$ cat src/rtl/register_writeback_queue.sv
// register_writeback_queue
// Circular FIFO of pending register-file writes {rd, data}. Producers offer
// writes on wb_*, the head entry is written to the register file whenever
// drain_enable is high, and index-0 offers are accepted but dropped.
// Optional bypass lookup is compiled in with the WRITEBACK_BYPASS_EN macro;
// without it the bypass outputs are tied to zero.
module register_writeback_queue #(
    parameter int DEPTH = 4,
    parameter int CW    = 3
) (
    input  logic          clock,
    input  logic          reset,
    input  logic          wb_valid,
    output logic          wb_ready,
    input  logic [4:0]    wb_rd,
    input  logic [31:0]   wb_data,
    input  logic          drain_enable,
    output logic          write_enable,
    output logic [4:0]    register_write_select,
    output logic [31:0]   register_data_write,
    input  logic [4:0]    rs1,
    input  logic [4:0]    rs2,
    output logic          bypass_hit_1,
    output logic          bypass_hit_2,
    output logic [31:0]   bypass_data_1,
    output logic [31:0]   bypass_data_2,
    output logic [CW-1:0] count
);

    localparam int AW = (DEPTH > 1) ? $clog2(DEPTH) : 1;
    localparam logic [CW-1:0] DEPTH_COUNT = CW'(DEPTH);

    logic [4:0]    rd_mem   [DEPTH];
    logic [31:0]   data_mem [DEPTH];
    logic [AW-1:0] head;
    logic [AW-1:0] tail;
    logic [CW-1:0] count_q;
    logic          not_empty;
    logic          enqueue;

    assign count     = count_q;
    assign not_empty = (count_q != '0);

    // Ready only when a slot is free; a pop in the same cycle does not open a
    // slot, so a full queue refuses offers even while draining.
    assign wb_ready = !reset && (count_q < DEPTH_COUNT);

    // Index-0 writes are architecturally meaningless: accept, never store.
    assign enqueue = wb_valid && wb_ready && (wb_rd != 5'd0);

    // The register-file write port sees the head entry whenever it is free;
    // nothing is written while reset is asserted.
    assign write_enable          = !reset && not_empty && drain_enable;
    assign register_write_select = not_empty ? rd_mem[head]   : 5'd0;
    assign register_data_write   = not_empty ? data_mem[head] : 32'd0;

    // Pointer and occupancy bookkeeping; pointers wrap naturally at DEPTH.
    always_ff @(posedge clock) begin
        if (reset) begin
            head    <= '0;
            tail    <= '0;
            count_q <= '0;
        end else begin
            if (enqueue) begin
                tail <= tail + AW'(1);
            end
            if (write_enable) begin
                head <= head + AW'(1);
            end
            case ({enqueue, write_enable})
                2'b10:   count_q <= count_q + CW'(1);
                2'b01:   count_q <= count_q - CW'(1);
                default: count_q <= count_q;
            endcase
        end
    end

    // Entry storage; contents need no reset because occupancy gates every read.
    always_ff @(posedge clock) begin
        if (enqueue) begin
            rd_mem[tail]   <= wb_rd;
            data_mem[tail] <= wb_data;
        end
    end

`ifdef WRITEBACK_BYPASS_EN
    logic [AW-1:0] scan_idx;

    // Scan stored entries oldest to youngest so the last match (the youngest)
    // wins; the head being drained this cycle still counts as pending.
    always_comb begin
        bypass_hit_1  = 1'b0;
        bypass_hit_2  = 1'b0;
        bypass_data_1 = 32'd0;
        bypass_data_2 = 32'd0;
        scan_idx      = head;
        for (int k = 0; k < DEPTH; k++) begin
            scan_idx = head + AW'(k);
            if (CW'(k) < count_q) begin
                if ((rs1 != 5'd0) && (rd_mem[scan_idx] == rs1)) begin
                    bypass_hit_1  = 1'b1;
                    bypass_data_1 = data_mem[scan_idx];
                end
                if ((rs2 != 5'd0) && (rd_mem[scan_idx] == rs2)) begin
                    bypass_hit_2  = 1'b1;
                    bypass_data_2 = data_mem[scan_idx];
                end
            end
        end
    end
`else
    logic unused_bypass_inputs;

    assign unused_bypass_inputs = ^{rs1, rs2};
    assign bypass_hit_1  = 1'b0;
    assign bypass_hit_2  = 1'b0;
    assign bypass_data_1 = 32'd0;
    assign bypass_data_2 = 32'd0;
`endif

endmodule

$ cat config.mk
export PLATFORM = sky130hd
export DESIGN_NAME = register_writeback_queue
export DESIGN_NICKNAME = d
export VERILOG_FILES = /design/src/rtl/register_writeback_queue.sv
export SDC_FILE = /design/constraint.sdc
export NUM_CORES = 1
export LEC_CHECK = 0
export CAP_MARGIN = 0
export CORE_ASPECT_RATIO = 0.6
export CORE_MARGIN = 5
export CORE_UTILIZATION = 55
export CTS_BUF_LIST = sky130_fd_sc_hd__clkbuf_8
export DETAILED_ROUTE_END_ITERATION = 6
export GPL_TIMING_DRIVEN = 1
export PLACE_DENSITY = 0.87
export SETUP_SLACK_MARGIN = 0.02
export SYNTH_ARGS = -nofsm -noshare
export SYNTH_HDL_FRONTEND = slang
export SYNTH_SLANG_ARGS = --single-unit
export TNS_END_PERCENT = 5
$ cat constraint.sdc
create_clock -name clock -period 4.7 [get_ports clock]
set_input_delay 0.705 -clock clock [delete_from_list [all_inputs] [get_ports clock]]
set_output_delay 0.705 -clock clock [all_outputs]
set_load 0.03 [all_outputs]
==> results of run 1 <==
==> placed cells by master (no fill, tap or decap) <==
master,count
a2111oi_2,1
a211oi_1,1
a21oi_1,2
and2_2,4
and2b_1,4
buf_4,3
bufinv_16,4
clkbuf_8,17
clkdlybuf4s50_1,82
clkinv_2,4
clkinv_4,1
clkinvlp_4,2
conb_1,66
dfxtp_1,7
dfxtp_2,2
edfxtp_1,148
fa_1,1
ha_1,5
inv_1,9
inv_6,3
mux2_2,1
mux2i_1,1
mux4_1,5
mux4_2,32
nand2b_1,2
nor2_1,10
nor2b_1,33
nor3_4,1
nor4_1,1
o21ai_0,1
o311ai_0,1
o31ai_1,1
or3_1,1
xor2_1,4
==> metrics by stage <==
stage	cells	hold slack [ps]	total power, mW
after CTS	625	532.2	3.284
final	625	532.2	3.250
after global routing	625	562.0	3.393
after detailed placement	593	516.1	2.221
after global placement	593	501.7	2.208
after floorplan	421	480.7	2.064
==> flip-flops by register name, summed over array words and instances, names as in the netlist, named ones only <==
signal and flops:
rd_mem 20, head 2, data_mem 128, count 3
tail 2
==> worst min-delay path, delay by kind of cell (launching register included) <==
kind	cells	cell delay, ps
multiplexers	1	60
AND/OR/NAND/NOR	1	80
flip-flops	1	350
==> kinds of logic (layout without fill, tap and decap cells) <==
group	count (synthesis)	after routing
AO/OA/AOI/OAI	7	7
XOR/XNOR	4	4
adder cells (fa/ha/maj)	6	6
buffers and inverters	86	125
flip-flops	157	157
multiplexers	39	39
other	1	66
AND/OR/NAND/NOR	56	56
==> layer usage <==
layer / GRT usage / vias up / routed length [µm]
met1: 0.2163 / 1616 / 4920
met3: 0.04989 / 5 / 834
met5: 0 / - / 0
met4: 0.06582 / 0 / 43
li1: - / 1405 / -
met2: 0.2777 / 115 / 5909
==> cell type report <==
cell class / count / area [µm²] / area share
Sequential cell: 157 / 4627 / 0.5953
Inverter: 8 / 30.03 / 0.003863
Clock buffer: 17 / 234.0 / 0.03010
Clock inverter: 15 / 193.9 / 0.02495
Timing Repair Buffer: 85 / 843.3 / 0.1085
Tap cell: 165 / 206.4 / 0.02656
Multi-Input combinational cell: 178 / 1638 / 0.2107
==> path summary, 6_finish.rpt <==
check	start	to	slack, ps	cells past startpoint
max	flop	register_data_write[9]	990	4
min	tail[1]	tail[1]	530	2
max reg2reg	count[2]	data_mem[3][1]	2380	2
min reg2reg	tail[1]	tail[1]	530	2
==> where the power goes <==
part | total (mW) | switching [mW] | leakage (nW) | internal [mW]
clock | 1.06 | 0.486 | 0.218 | 0.578
combinational | 0.571 | 0.332 | 0.966 | 0.239
sequential | 1.61 | 0.0393 | 1.42 | 1.58
==> metrics, run 1 <==
endpoints failing setup=0; Post-Place Setup Slack=around 1400 ps; Slew Limit Fails=0; first-pass GRT wire length=18170 µm; # rows=31; GRT overflow=0; Setup TNS Final=0 ps; Crit path buffers/inverters=2; initial drt markers=272; max-cap violations=0; gr usage total=0.1685; startpoint types=flop; CTS Sinks=157; largest area contributor in the netlist=edfxtp_1; Die Wd=151.8 µm; Tcrit/Tclk final=0.7903; IO Count=159; total CTS buffers=17; slowest CP cell=dfxtp_2; f_max=0.2692 GHz; Synth Area in Simple Gates=0.05128; fin crit period=3714 ps; Synth top cells by count=edfxtp_1, buf_4, nor2b_1; die height=95.09 µm; Synthesis Warnings=0; die area=14430 µm²; main combinational cell family by area after synthesis=multiplexers; PostCTS Resize Cnt=0; slew at the pin closest to its max-slew limit=about 1100 ps; Vias/cell=5.026; Syn Area/Cell=18.64 µm²; Final #Nets=504; slowest stage delay, CP=around 930 ps; outcome=finished, final reports clean; Yosys cell types=31; starting density of the core=0.5555; PortBufs=82; Post-synth ARST share=0; Worst EP required=3990 ps; Post-synth top flop=edfxtp_1; DRC=0; Skew-Pair Late Insertion Delay=430 ps; Cells after Synth=356; CP Capture Type=output pin; H-tree Lvls=4; Max VDD drop=0.1901 mV; antenna violations before repair=0; CTS Hold Bufs=0; Crit path max-delay family=buffers and inverters; CTS max path bufs=2; post-synthesis mux area share=0.1316; Worst slew margin=0.2965; ANT cells=0; Max Clock Skew=10.60 ps; DP Wirelength=7172 µm; post-CTS setup buffer count=0; highest net fanout along the worst path=25; GP Congestion=slightly above 0.7; crit path DAT=3010 ps; Fill cells=836; Placed Area=7345 µm²; Leak Pwr=approximately 2.6 nW; FF+latch count, synth=157; clock root buffer=clkbuf_8; adder-cell area share of the yosys netlist=0.01244; cell with the most instances after synthesis=edfxtp_1; sequential cell area fraction in the yosys report=0.6968; setup ws final=around 990 ps; Final Util=0.6506; Hold/Removal Path Class=reg -> reg; design area=7772 µm²; xor and xnor area share after synthesis=0.005279; core area=11950 µm²; Post-synth EDFFs=148; Mapped Area=6636 µm²; Synth Area in Compound Gates=0.008107; RSZ-0062 raised after global routing=no; synth top area cells=edfxtp_1, mux4_2, buf_4; clock-pin slew on the worst setup and hold paths=about 80 ps; final count of hold timing violations=0; critical path class=reg -> out; Via Count=3141; DRT antenna net count=0; layout cells sized above 1=0.1630; Pre-antenna DRT Iters=4; Post-Route WL=approximately 12000 µm; share of the synthesized area in the top cell type=0.6697; Cell Pwr Density=418.2 nW/µm²; Wirelength per Cell=18.73 µm; vias in the first global route=3355; worst path cell trace=buf_4 > mux4_2 > nor2b_1 > clkdlybuf4s50_1; pin count of the biggest net entering global routing=38; Synth-to-Final Area Change=17.12%; TritonCTS clock tree=done
Power figures use the tool's default switching activity.
==> run 2: changes to the inputs <==
- CORE_UTILIZATION: 55 -> 51
- PLACE_DENSITY: 0.87 -> 0.82
- clock period: 4.7 -> 3.9 ns (I/O delays scaled with it)
==> run 2 against run 1 <==
  * Non-clock buffer count rose by 6
  * Worst hold slack improved by 4.5 ps
  * Combinational power rose by 25%
  * Total power rose by 19%
  * Clock skew rose by 1.3 ps
  * Sequential share of layout area fell by 0.48 points
  * First-iteration DRC count fell by 36%
  * Register-to-register slack got worse by 680 ps
  * Clock power rose by 16%
  * Global-route usage fell by 1.9 points
  * Flip-flop and latch count did not move
  * Clock-buffer cell count did not move
==> metrics, run 2 (synthesis gave the netlist of run 1 again) <==
f_max=0.3068 GHz; H-tree Lvls=4 (unchanged); critical path class=reg -> out; Final #Nets=510 (+1.2%); Multi-input gate area=1638 µm² (unchanged); highest net fanout along the worst path=37 (+48%); gr usage total=0.1496 (-0.01892); PostCTS Resize Cnt=0 (unchanged); initial drt markers=173 (-36%); Max VDD drop=0.2744 mV (+44%); Leak Pwr=2.631 nW (+1.1%); crit path DAT=2670 ps (-340 ps); Slew Limit Fails=0 (unchanged); core area=12810 µm² (+7.2%); GP Congestion=0.7193 (+1.9%); die area=15470 µm² (+7.2%); # rows=32 (+3.2%); DRC=0 (unchanged); max-cap violations=0 (unchanged); Setup TNS Final=0 ps (unchanged); Min Hold Slack=536.8 ps (+4.548 ps); CP Capture Type=output pin; max reg flops=128 (unchanged); Pre-antenna DRT Iters=4 (unchanged); Hold/Removal Path Class=reg -> reg; CTS Hold Bufs=0 (unchanged); outcome=finished, final reports clean; most frequent cells in the layout=edfxtp_1, clkdlybuf4s50_1, conb_1; Tcrit/Tclk final=0.8358; endpoints failing setup=0 (unchanged); layout cells sized above 1=0.1631 (about the same); fin crit period=3259 ps; DP Wirelength=7361 µm (+2.6%); register area=4627 µm² (unchanged); GRT overflow=0 (unchanged); Via Count=3128 (-0.41%); clock-pin slew on the worst setup and hold paths=80 ps (about the same); CTS max path bufs=2 (unchanged); Post-Route WL=11270 µm (-3.8%); Max Clock Skew=11.88 ps (+1.279 ps); antenna violations before repair=0 (unchanged); TritonCTS clock tree=done; Vias/cell=4.918 (-2.1%); RSZ-0062 raised after global routing=no; total CTS buffers=17 (unchanged); startpoint types=flop; Skew-Pair Late Insertion Delay=420 ps (about the same); Worst slew margin=0.3623 (+0.06573); first-pass GRT wire length=17400 µm (-4.3%); starting density of the core=0.5180 (-0.03754); Cell Pwr Density=493.4 nW/µm² (+18%); Placed Area=7421 µm² (+1.0%); Worst EP required=3310 ps (-680 ps); die height=98.36 µm (+3.4%); most common cell after layout, fill and taps aside=edfxtp_1; largest reg by FF count=data_mem; Die Wd=157.3 µm (+3.6%); Final Util=0.6115 (-0.03908); slew at the pin closest to its max-slew limit=956.6 ps (-98.59 ps); post-CTS setup buffer count=0 (unchanged); PortBufs=82 (unchanged); ANT cells=0 (unchanged); IO Count=159 (unchanged); Wirelength per Cell=17.71 µm (-5.4%); design area=7835 µm² (+0.80%); final count of hold timing violations=0 (unchanged); Synth-to-Final Area Change=18.06%; clock root buffer=clkbuf_8; DRT antenna net count=0 (unchanged); CTS Sinks=157 (unchanged); Fill cells=940 (+12%); pin count of the biggest net entering global routing=38 (unchanged); vias in the first global route=3264 (-2.7%)
run 2: critical path, stage by stage, from the launching register on:
cell and delay [ps]:
dfxtp_2 960, mux4_2 360, nor2b_1 210, clkdlybuf4s50_1 720
run 2: where the power goes:
group | internal [mW] | total (mW) | switching (mW)
logic | 0.292 | 0.713 | 0.420
registers | 1.90 | 1.92 | 0.0239
clock network | 0.685 | 1.23 | 0.546
total | 2.87 | 3.87 | 0.991
run 2: metrics by stage:
step                cells  setup slack [ps]  power, mW
CTS                   636             560.6      3.903
floorplan             421              1299      2.487
detailed placement    604             678.2      2.681
global route          636             455.8      4.036
finish                636             640.5      3.866
global placement      604             782.6      2.668
run 2: cell type report:
| type | count | share of cell area |
|---|---|---|
| clock buffer | 17 | 0.02986 |
| tap | 170 | 0.02715 |
| timing repair buffer | 91 | 0.1166 |
| sequential | 157 | 0.5905 |
| clock inverter | 15 | 0.02300 |
| inverter | 8 | 0.003833 |
| multi-input combinational | 178 | 0.2090 |
run 2: worst paths after layout:
check | depth (start not counted) | to | start | slack, ps
setup / recovery | 3 | register_data_write[29] | flop | 640
hold / removal | 2 | tail[1] | tail[1] | 540
setup reg to reg | 8 | count[2] | count[2] | 1700
hold reg to reg | 2 | tail[1] | tail[1] | 540
run 2: routing by layer:
metal	global-route usage	part of all wire	wire length, µm	vias to the layer above
li1	-	-	-	1412
met3	0.04872	0.065	730	7
met4	0.03767	0.0067	75	0
met5	0	0	0	-
met2	0.2447	0.50	5642	93
met1	0.1961	0.43	4819	1616
==> run 3: changes to the inputs <==
- clock period: 3.9 -> 3.3 ns (I/O delays scaled with it)
==> run 3 against run 2 <==
  * Combinational power grew 20%
  * Critical endpoint is now register_write_select[1]
  * Die area did not move
  * Cell area is 0.37% higher
  * Routed wire length grew 3.2%
  * Highest routed layer unchanged
  * Global-route usage rose by 0.24 points
==> metrics, run 3 (synthesis gave the netlist of run 1 again) <==
Die Wd=157.3 µm (unchanged); Cell Pwr Density=584.8 nW/µm² (+19%); setup ws final=346.8 ps (-293.8 ps); Wirelength per Cell=18.14 µm (+2.4%); Post-Place Setup Slack=143.9 ps (-534.2 ps); DRC=0 (unchanged); PortBufs=82 (unchanged); Final #Nets=515 (+0.98%); CTS max path bufs=2 (unchanged); most common cell after layout, fill and taps aside=edfxtp_1; Pre-antenna DRT Iters=4 (unchanged); WL met3=916 µm (+25%); clock root buffer=clkbuf_8; Non-Filler Instances=641 (+0.79%); crit path DAT=2460 ps (-210 ps); placed cells=609 (+0.83%); highest routed metal layer=met4; endpoints failing setup=0 (unchanged); slew at the pin closest to its max-slew limit=582.6 ps (-374.0 ps); Skew-Pair Late Insertion Delay=430 ps (about the same); PostCTS Resize Cnt=0 (unchanged); Tcrit/Tclk final=0.8949; gr usage total=0.1521 (+0.002446); pin count of the biggest net entering global routing=22 (-42%); # rows=32 (unchanged); max reg flops=128 (unchanged); met2 wire len=5748 µm (+1.9%); Hold/Removal Path Class=reg -> reg; starting density of the core=0.5180 (unchanged); critical path class=reg -> out; f_max=~0.34 GHz; fin crit period=2953 ps; reg2reg path depth=8 (unchanged); Worst EP required=2800 ps (-510 ps); GP Congestion=0.7411 (+3.0%); layout cells sized above 1=0.1805 (+0.01738); Pwr Total=4.598 mW (+19%); vias in the first global route=3125 (-4.3%); ANT cells=0 (unchanged); Final Util=0.6138 (+0.002247); Vias/cell=4.860 (-1.2%); GRT overflow=0 (unchanged); CTS Sinks=157 (unchanged); reg2reg setup slack=1100 ps (-600 ps); highest net fanout along the worst path=20 (-46%); core area=12810 µm² (unchanged); post-CTS setup buffer count=0 (unchanged); antenna violations before repair=0 (unchanged); outcome=finished, final reports clean; met1 WL=4892 µm (+1.5%); final count of hold timing violations=0 (unchanged); Leak Pwr=2.649 nW (+0.70%); Max Clock Skew=9.365 ps (-2.510 ps); Max VDD drop=0.2791 mV (+1.7%); startpoint types=flop; most frequent cells in the layout=edfxtp_1, clkdlybuf4s50_1, conb_1; H-tree Lvls=4 (unchanged); first-pass GRT wire length=17190 µm (-1.2%); hold path depth=2 (unchanged); die area=15470 µm² (unchanged); CP Capture Type=output pin; DP Wirelength=7585 µm (+3.0%); reg-to-reg critical path startpoint=count[2]; Synth-to-Final Area Change=18.50%; RSZ-0062 raised after global routing=no; Hold Crit Endpoint=tail[1]; Setup TNS Final=0 ps (unchanged); die height=98.36 µm (unchanged); hold path start=tail[1]; DRT antenna net count=0 (unchanged); TritonCTS clock tree=done; max-cap violations=0 (unchanged); CTS Hold Bufs=0 (unchanged); largest reg by FF count=data_mem; IO Count=159 (unchanged); Post-Route WL=11630 µm (+3.2%); initial drt markers=176 (+1.7%); r2r endpoint=count[2]; Slew Limit Fails=0 (unchanged); total CTS buffers=17 (unchanged); Via Count=3115 (-0.42%); Worst slew margin=0.6080 (+0.2458); clock-pin slew on the worst setup and hold paths=80 ps (about the same)
run 3: cell count changes in the layout (fill, tap and decap cells not counted):
cell,before,now
inv_6,0,5
clkinvlp_4,2,3
clkinv_2,1,0
clkinv_4,2,1
inv_1,10,9
buf_4,7,13
inv_8,0,1
buf_12,2,1
bufinv_16,4,3
clkinv_1,4,1
run 3: worst max-delay path: stages (launching register included):
cell and delay [ps]:
dfxtp_2 330, buf_4 350, mux4_1 590, nor2b_1 150, clkdlybuf4s50_1 600
run 3: final cells by class:
type	instances	area, µm²
clock buffers	17	234.0
inverters	8	30.03
multi-input cells	178	1638
flip-flops and latches	157	4627
fillers	930	4949
clock inverters	15	183.9
repair buffers	96	938.4
well taps	170	212.7
run 3: routing by layer:
layer / vias to the layer above / track usage
li1: 1427 / -
met1: 1577 / 0.2086
met2: 104 / 0.2316
met3: 7 / 0.04384
met4: 0 / 0.06147
met5: - / 0
run 3: stage by stage:
stage / hold WS, ps / area, µm²
after detailed placement: 514.2 / 7446
after CTS: 535.4 / 7864
after global routing: 565.7 / 7864
after floorplan: 480.7 / 6880
after global placement: 496.3 / 7446
final: 534.7 / 7864
run 3: power by group:
| group | total [mW] | switching, mW | internal, mW |
|---|---|---|---|
| clock | 1.47 | 0.713 | 0.760 |
| combinational | 0.857 | 0.507 | 0.349 |
| sequential | 2.27 | 0.0259 | 2.24 |
| total | 4.60 | 1.25 | 3.35 |
run 3: worst max path at each step:
| stage | startpoint | to | slack (ps) |
|---|---|---|---|
| after floorplan | count[2] | count[2] | 700 |
| after global placement | wb_rd[0] | count[2] | 210 |
| after detailed placement | wb_rd[0] | count[2] | 140 |
| after CTS | flop | register_write_select[1] | 270 |
| after global routing | flop | register_write_select[1] | 180 |
| final | flop | register_write_select[1] | 350 |
